## src/rtl/refclk_fwd_pkg.sv

```systemverilog
// Shared types and constants for the forwarded reference clock generator.
package refclk_fwd_pkg;

    localparam int unsigned DIV_W_DEF = 8;

    typedef enum logic [1:0] {
        StIdle  = 2'd0,
        StStart = 2'd1,
        StRun   = 2'd2
    } state_e;

    // DDR pad patterns: bit 0 drives the first half of the CLK period.
    localparam logic [1:0] PAT_LOW  = 2'b00;
    localparam logic [1:0] PAT_HIGH = 2'b11;
    localparam logic [1:0] PAT_FULL = 2'b01;

endpackage

```

## src/rtl/refclk_halfper_cnt.sv

```systemverilog
// Half-period down-counter: reloads on zero and toggles the forwarded clock level.
module refclk_halfper_cnt #(
    parameter int unsigned DIV_W = 8
) (
    input  logic             CLK,
    input  logic             RESET,
    input  logic             clr_i,
    input  logic             load_i,
    input  logic             step_i,
    input  logic [DIV_W-1:0] reload_i,
    output logic             zero_o,
    output logic             level_o,
    output logic             level_nxt_o
);

    logic [DIV_W-1:0] cnt_q, cnt_d;
    logic             level_q, level_d;

    always_comb begin
        cnt_d   = cnt_q;
        level_d = level_q;
        if (clr_i) begin
            cnt_d   = '0;
            level_d = 1'b0;
        end else if (load_i) begin
            // Entering the run: the first half is always high.
            cnt_d   = reload_i;
            level_d = 1'b1;
        end else if (step_i) begin
            if (cnt_q == '0) begin
                cnt_d   = reload_i;
                level_d = ~level_q;
            end else begin
                cnt_d = cnt_q - DIV_W'(1);
            end
        end
    end

    always_ff @(posedge CLK) begin
        if (RESET) begin
            cnt_q   <= '0;
            level_q <= 1'b0;
        end else begin
            cnt_q   <= cnt_d;
            level_q <= level_d;
        end
    end

    assign zero_o      = (cnt_q == '0);
    assign level_o     = level_q;
    assign level_nxt_o = level_d;

endmodule

```

## src/rtl/refclk_fwd_gen.sv

```systemverilog
// Forwarded reference clock generator: programmable-rate DDR clock pattern with
// config handshake and stop on full-period boundaries.
module refclk_fwd_gen
    import refclk_fwd_pkg::*;
#(
    parameter int unsigned DIV_W   = DIV_W_DEF,
    parameter int unsigned DIV_RST = 4,
    parameter int unsigned DIV_MAX = 200
) (
    input  logic             CLK,
    input  logic             RESET,
    input  logic             EN,
    input  logic [DIV_W-1:0] CFG_DIV,
    input  logic             CFG_VALID,
    output logic             CFG_READY,
    output logic [1:0]       TX_DDR,
    output logic             TX_OE,
    output logic             ACTIVE,
    output logic             ERR_CFG
);

    state_e           state_q, state_d;
    logic [DIV_W-1:0] div_q, div_d;
    logic             err_q, err_d;
    logic [1:0]       tx_ddr_q, tx_ddr_d;
    logic             tx_oe_q, tx_oe_d;
    logic             active_q, active_d;
    logic             ready_q, ready_d;

    logic             div_zero, cnt_zero, level, level_nxt;
    logic             period_end, cfg_fire, cfg_ok;
    logic [DIV_W-1:0] reload;

    assign div_zero = (div_q == '0);
    assign reload   = div_zero ? '0 : div_q - DIV_W'(1);
    // Last cycle of a low half; with N=0 every cycle is a full period.
    assign period_end = div_zero || (!level && cnt_zero);
    assign cfg_fire   = CFG_VALID && ready_q && (state_q == StIdle);
    assign cfg_ok     = 32'(CFG_DIV) <= DIV_MAX;

    always_comb begin
        state_d = state_q;
        div_d   = div_q;
        err_d   = err_q;
        unique case (state_q)
            StIdle: begin
                if (cfg_fire) begin
                    if (cfg_ok) begin
                        div_d = CFG_DIV;
                        err_d = 1'b0;
                    end else begin
                        err_d = 1'b1;
                    end
                end
                if (EN) begin
                    state_d = StStart;
                end
            end
            StStart: state_d = StRun;
            StRun: begin
                if (!EN && period_end) begin
                    state_d = StIdle;
                end
            end
            default: state_d = StIdle;
        endcase
    end

    refclk_halfper_cnt #(
        .DIV_W (DIV_W)
    ) u_halfper_cnt (
        .CLK         (CLK),
        .RESET       (RESET),
        .clr_i       (state_d == StIdle),
        .load_i      (state_q == StStart),
        .step_i      (state_q == StRun),
        .reload_i    (reload),
        .zero_o      (cnt_zero),
        .level_o     (level),
        .level_nxt_o (level_nxt)
    );

    // Outputs are registered from next-state so they line up with the state they describe.
    always_comb begin
        ready_d  = (state_d == StIdle);
        tx_oe_d  = (state_d != StIdle);
        active_d = (state_d == StRun);
        tx_ddr_d = PAT_LOW;
        if (state_d == StRun) begin
            if (div_zero) begin
                tx_ddr_d = PAT_FULL;
            end else begin
                tx_ddr_d = level_nxt ? PAT_HIGH : PAT_LOW;
            end
        end
    end

    always_ff @(posedge CLK) begin
        if (RESET) begin
            state_q  <= StIdle;
            div_q    <= DIV_W'(DIV_RST);
            err_q    <= 1'b0;
            tx_ddr_q <= PAT_LOW;
            tx_oe_q  <= 1'b0;
            active_q <= 1'b0;
            ready_q  <= 1'b1;
        end else begin
            state_q  <= state_d;
            div_q    <= div_d;
            err_q    <= err_d;
            tx_ddr_q <= tx_ddr_d;
            tx_oe_q  <= tx_oe_d;
            active_q <= active_d;
            ready_q  <= ready_d;
        end
    end

    assign CFG_READY = ready_q;
    assign TX_DDR    = tx_ddr_q;
    assign TX_OE     = tx_oe_q;
    assign ACTIVE    = active_q;
    assign ERR_CFG   = err_q;

endmodule

```

## config.mk

```make
export PLATFORM = sky130hd
export DESIGN_NAME = refclk_fwd_gen
export DESIGN_NICKNAME = d
export VERILOG_FILES = /design/src/rtl/refclk_fwd_pkg.sv /design/src/rtl/refclk_halfper_cnt.sv /design/src/rtl/refclk_fwd_gen.sv
export SDC_FILE = /design/constraint.sdc
export NUM_CORES = 1
export LEC_CHECK = 0
export CAP_MARGIN = 20
export CORE_ASPECT_RATIO = 1.4
export CORE_MARGIN = 10
export CORE_UTILIZATION = 40
export CTS_CLUSTER_DIAMETER = 60
export DETAILED_ROUTE_END_ITERATION = 12
export PLACE_DENSITY = 0.62
export SYNTH_ARGS = -nofsm -noshare
export SYNTH_HDL_FRONTEND = slang
export SYNTH_SLANG_ARGS = --single-unit
```

## constraint.sdc

```tcl
create_clock -name CLK -period 3.18 [get_ports CLK]
set_clock_uncertainty 0.15 [all_clocks]
set_input_delay 0.477 -clock CLK [delete_from_list [all_inputs] [get_ports CLK]]
set_output_delay 0.477 -clock CLK [all_outputs]
set_load 0.05 [all_outputs]
```

# Yosys cells after proc, flatten, opt, wreduce, memory -nomap -nowiden
# Index checks and enable logic that the tools add are counted.
dict set report word_totals {
  memories 0
  ramBits 0
  word_cells 50
  regBits 25
  mem_bits_ro 0
  latchBits 0
  inputBits 12
}
dict set report classes {
  n_mul 0
  n_lt_le_gt_ge 1
  eq_ne 3
  mux 14
  n_reduce_logical 18
  div_mod_pow 0
  bitwise_logic 2
  add_sub_neg 2
  n_shift 0
}
# operator n
set ops {}
lappend ops {{$mux 8} 4}
lappend ops {{$logic_not 8->1} 2}
lappend ops {{$sub 8x1->8 const B} 2}
lappend ops {{$le 8x8->1 const B} 1}
lappend ops {{$mux 1} 6}
lappend ops {{$mux 2} 3}
lappend ops {{$pmux 2 s3} 1}
lappend ops {{$eq 2x2->1 const B} 2}
lappend ops {{$logic_and 1x1->1} 4}
lappend ops {{$logic_not 2->1} 2}
lappend ops {{$reduce_bool 2->1} 2}
lappend ops {{$reduce_or 2->1} 2}
lappend ops {{$reduce_and 3->1} 1}
lappend ops {{$reduce_or 3->1} 1}
lappend ops {{$eq 2x1->1 const B} 1}
lappend ops {{$logic_not 1->1} 2}
lappend ops {{$not 1->1} 2}
lappend ops {{$reduce_and 2->1} 1}
lappend ops {{$logic_or 1x1->1} 1}

# Longest topological paths before layout
dict set report depth {
  depth_word 10
  mapped_depth 10
  mapped_depth_nobuf 10
}

# Hierarchy
# A second synthesis with hierarchy kept.
dict set report hier_totals {
  cells_unflattened 172
  hier_area_um2 1475.2
}
# module cells_each area_per_inst_um2 seq_area_each_um2 n_inst
set modules_own_cells {}
lappend modules_own_cells {refclk_fwd_gen 92 830.8 320.3 1}
lappend modules_own_cells {refclk_halfper_cnt 80 644.4 180.2 1}

# Worst setup path after synthesis
# No wires, ideal clock.
dict set report synth_path {
  path_kind {register to register}
  startpoint {reg u_halfper_cnt.cnt_q[0]}
  endpoint {reg u_halfper_cnt.cnt_q[6]}
  n_path_buf 0
  required_time_ps 2905
  setup_ps 125
  path_stages_with_launch 11
  arrival_ps 2049
  setup_slack_ps 857
  path_cell_list {dfxtp_1 -> inv_1 -> ha_1 -> or4b_1 -> nor2_1 -> ha_1 -> nand2b_1 -> a221oi_1 -> nor3_2 -> nor2_4 -> nor3_1}
}
dict set report synth_via {
  elab_chain_len 8
  elab_cells_between_ends 12
  classes_between {add/sub (1); mux (5); reduce/logical (6)}
}
# element line_no
set synth_lines {}
lappend synth_lines {{start: declaration} refclk_halfper_cnt.sv:16} ;# logic [DIV_W-1:0] cnt_q, cnt_d;
lappend synth_lines {{start signal: assignment} refclk_halfper_cnt.sv:44} ;# cnt_q <= cnt_d;
lappend synth_lines {{$logic_not 8->1} {refclk_halfper_cnt.sv:30, refclk_halfper_cnt.sv:49}}
lappend synth_lines {{$logic_and 1x1->1} refclk_fwd_gen.sv:37} ;# assign period_end = div_zero || (!level && cnt_zero);
lappend synth_lines {{$logic_or 1x1->1} refclk_fwd_gen.sv:37}
lappend synth_lines {{$logic_and 1x1->1} refclk_fwd_gen.sv:61} ;# if (!EN && period_end) begin
lappend synth_lines {{$mux 2} refclk_fwd_gen.sv:61}
lappend synth_lines {{$pmux 2 s3} refclk_fwd_gen.sv:45} ;# unique case (state_q)
lappend synth_lines {{$logic_not 2->1} refclk_fwd_gen.sv:74} ;# .clr_i (state_d == StIdle),
lappend synth_lines {{$reduce_or 2->1 (no line)} n/a}
# Parallel ways exist; a longest one is shown, timed or not. The select of a mux whose other input is x is not followed.
# A chain may end at the register's enable or synchronous reset.

# Final worst setup path
# Same ends and word-level chain as after synthesis.

==> flow_summary.json <==
{
  "status": "finished, final reports clean",
  "cts.reportedPaths.clkPinSlew_ns": 0.09,
  "placed_cell_area_sq_um": 1640,
  "ys_types": 44,
  "vias_per_cell": 5.52,
  "place_hpwl_microns": 2640,
  "drtAntennaViolNets": 0,
  "vias": 1258,
  "hold_buffers": 0,
  "cts-root-buf": "clkbuf_8",
  "portBuffers": 17,
  "min_period_ns": 2.64,
  "async_flop_share_pct": 0,
  "fmax_mhz": 378,
  "slowest_delay_ns": 0.54,
  "grtUsageTotal_pct": 10.4,
  "postSynthCellCount": 170,
  "synth_xor_area_share_pct": 3.67,
  "io_pins": 18,
  "crit_top_cell": "ha_1",
  "path_cells": "inv_1 > ha_1 > or4b_1 > nor2_1 > ha_1 > nand2b_1 > a221oi_1 > nor3_2 > nor2_4 > nor3_1",
  "cts.repair.resized": 0,
  "coreArea_sq_um": 3410,
  "htree_num_levels": 1,
  "worst_pin_slew_ns": 0.601,
  "power-per-cell-area_nw_per_um2": 623,
  "min_period_over_period_pct": 83.1,
  "grt_pass1_vias": 1308,
  "required_ns": 3.19,
  "die_area_sq_um": 6400,
  "syn-num-nets": 191,
  "grt_pass1_wl_microns": 5720,
  "remaining_drc_errors": 0,
  "startpoint_type": "flip-flop",
  "layout-drive-gt1-share_pct": 7.98,
  "worstPathArrival_ns": 2.65,
  "cts_tree": "yes",
  "seq_area_frac_synth_pct": 35.0,
  "finalSetupViolCount": 0,
  "synth-adder-area-share_pct": 7.87,
  "total_power_mw": 1.05,
  "yosysWarningCount": 0,
  "final-hold-violation-count": 0,
  "wirelength_microns": 3310,
  "p_leak_nw": 0.647,
  "drv_slew": 0,
  "final_area_sq_um": 1680,
  "wire_per_inst_microns": 14.5,
  "cts_max_path_buffers": 2,
  "rsz0062_at_grt": "false",
  "dp.cells": 224,
  "max_slew_margin_pct": 59.8,
  "critPathSlowestCell": "or4b_1",
  "synth-compound-area-share_pct": 18.5,
  "synthFlopType": "dfxtp_1",
  "vdd_ir_drop_max_mv": 0.428,
  "cp_max_fo": 9,
  "numCtsBuffers": 3,
  "utilization_pct": 49.3,
  "gp_congestion": 0.876,
  "die_width_microns": 70.5,
  "synth-simple-area-share_pct": 25.9,
  "antenna_found_initial": 0,
  "layout_setup_ws_ns": 0.538,
  "overflow": 0,
  "layout_common_cells": "25 x dfxtp_1, 25 x nor2_1, 17 x clkdlybuf4s50_1",
  "drt_iter0_markers": 26,
  "die_h_microns": 90.8,
  "hp-class": "reg2reg",
  "std_cell_rows": 25,
  "tns_ns": 0,
  "instances_no_fill": 228,
  "synth_top_family_by_area": "simple AND/OR/NAND/NOR gates",
  "pre_cts_ws_ns": 0.506,
  "grt_max_degree": 15,
  "synth_seq_cells": 25,
  "cts_setup_buffers": 0,
  "n_antenna_cell": 0,
  "end_kind": "flip-flop",
  "max_cap_viol_count": 0,
  "start_util_pct": 41.9,
  "syn_area_sq_um": 1430,
  "syn_area_per_cell_sq_um": 8.41,
  "nFillCells": 332,
  "nets": 210,
  "syn2layout_area_growth_pct": 17.6,
  "synth_edf_count": 0,
  "first_pass_iters": 4,
  "clock-sinks": 25,
  "muxShareOfSynthArea_pct": 4.29,
  "holdWs_ns": 0.377,
  "crit_type": "reg2reg",
  "insertion_delay_ns": 0.27
}
## power by group
| group | internal, mW | leakage [nW] | switching (mW) |
|---|---|---|---|
| sequential | 0.351 | 0.204 | 0.0377 |
| clock | 0.0879 | 0.0255 | 0.105 |
| combinational | 0.194 | 0.417 | 0.272 |
| total | 0.633 | 0.647 | 0.414 |
## final timing paths
kind / start / slack [ns] / to / depth (start not counted)
hold reg to reg: u_halfper_cnt.cnt_q[1] / 0.38 / u_halfper_cnt.cnt_q[1] / 2
setup reg to reg: u_halfper_cnt.cnt_q[0] / 0.54 / u_halfper_cnt.cnt_q[6] / 10
setup / recovery: u_halfper_cnt.cnt_q[0] / 0.54 / u_halfper_cnt.cnt_q[6] / 10
hold / removal: u_halfper_cnt.cnt_q[1] / 0.38 / u_halfper_cnt.cnt_q[1] / 2
## layer usage
| metal | up-vias | track usage [%] | share of wire [%] | routed length, microns |
|---|---|---|---|---|
| met2 | 32 | 18.9 | 52 | 1710 |
| met1 | 576 | 10.4 | 42 | 1380 |
| met4 | 0 | 6.31 | 3.0 | 100 |
| li1 | 640 | - | - | - |
| met5 | - | 0 | 0 | 0 |
| met3 | 10 | 2.20 | 3.4 | 111 |
## synthesized netlist by cell type, types with 3 or more instances
master,instances,share of area (%)
inv_1,14,3.7
xor2_1,4,2.4
o21ai_0,10,3.5
nand3_1,3,1.0
nor2_4,3,2.4
mux2i_1,5,3.5
a21oi_1,8,2.8
dfxtp_1,25,35
nor3_1,12,4.2
nor2_1,25,6.6
a31oi_1,5,2.2
ha_1,9,7.9
nand2_1,7,1.8
## flip-flops by register name, indices dropped and copies added, names as in the netlist
register and count:
div_q 8, u_halfper_cnt.cnt_q 8, TX_DDR 2, state_q 2, ACTIVE 1, CFG_READY 1, ERR_CFG 1, TX_OE 1
u_halfper_cnt.level_o 1
## cell families (layout without fill, tap and decap cells)
family | count (synthesis) | count (layout)
DFF | 25 | 25
and+or+nand+nor | 68 | 68
AOI/OAI and AO/OA | 39 | 39
adders and majority gates | 9 | 9
xor gates and xnor gates | 6 | 6
muxes | 6 | 6
buffers and inverters | 17 | 35
## critical path: cells and delay by family (launching register included)
family / cells / cell delay, ns
AND/OR/NAND/NOR: 6 / 1.22
adder cells (fa/ha/maj): 2 / 0.41
flip-flops: 1 / 0.32
AO/OA/AOI/OAI: 1 / 0.31
buffers and inverters: 1 / 0.11
## final cells by class
| class | count | area, sq um | area share [%] |
|---|---|---|---|
| inverter | 14 | 52.6 | 3.13 |
| tap | 40 | 50.0 | 2.98 |
| timing repair buffer | 17 | 170 | 10.1 |
| sequential | 25 | 500 | 29.8 |
| clock inverter | 1 | 5.00 | 0.298 |
| multi-input combinational | 128 | 862 | 51.3 |
| clock buffer | 3 | 41.3 | 2.46 |
No activity file was read; power rests on OpenSTA's default activity.
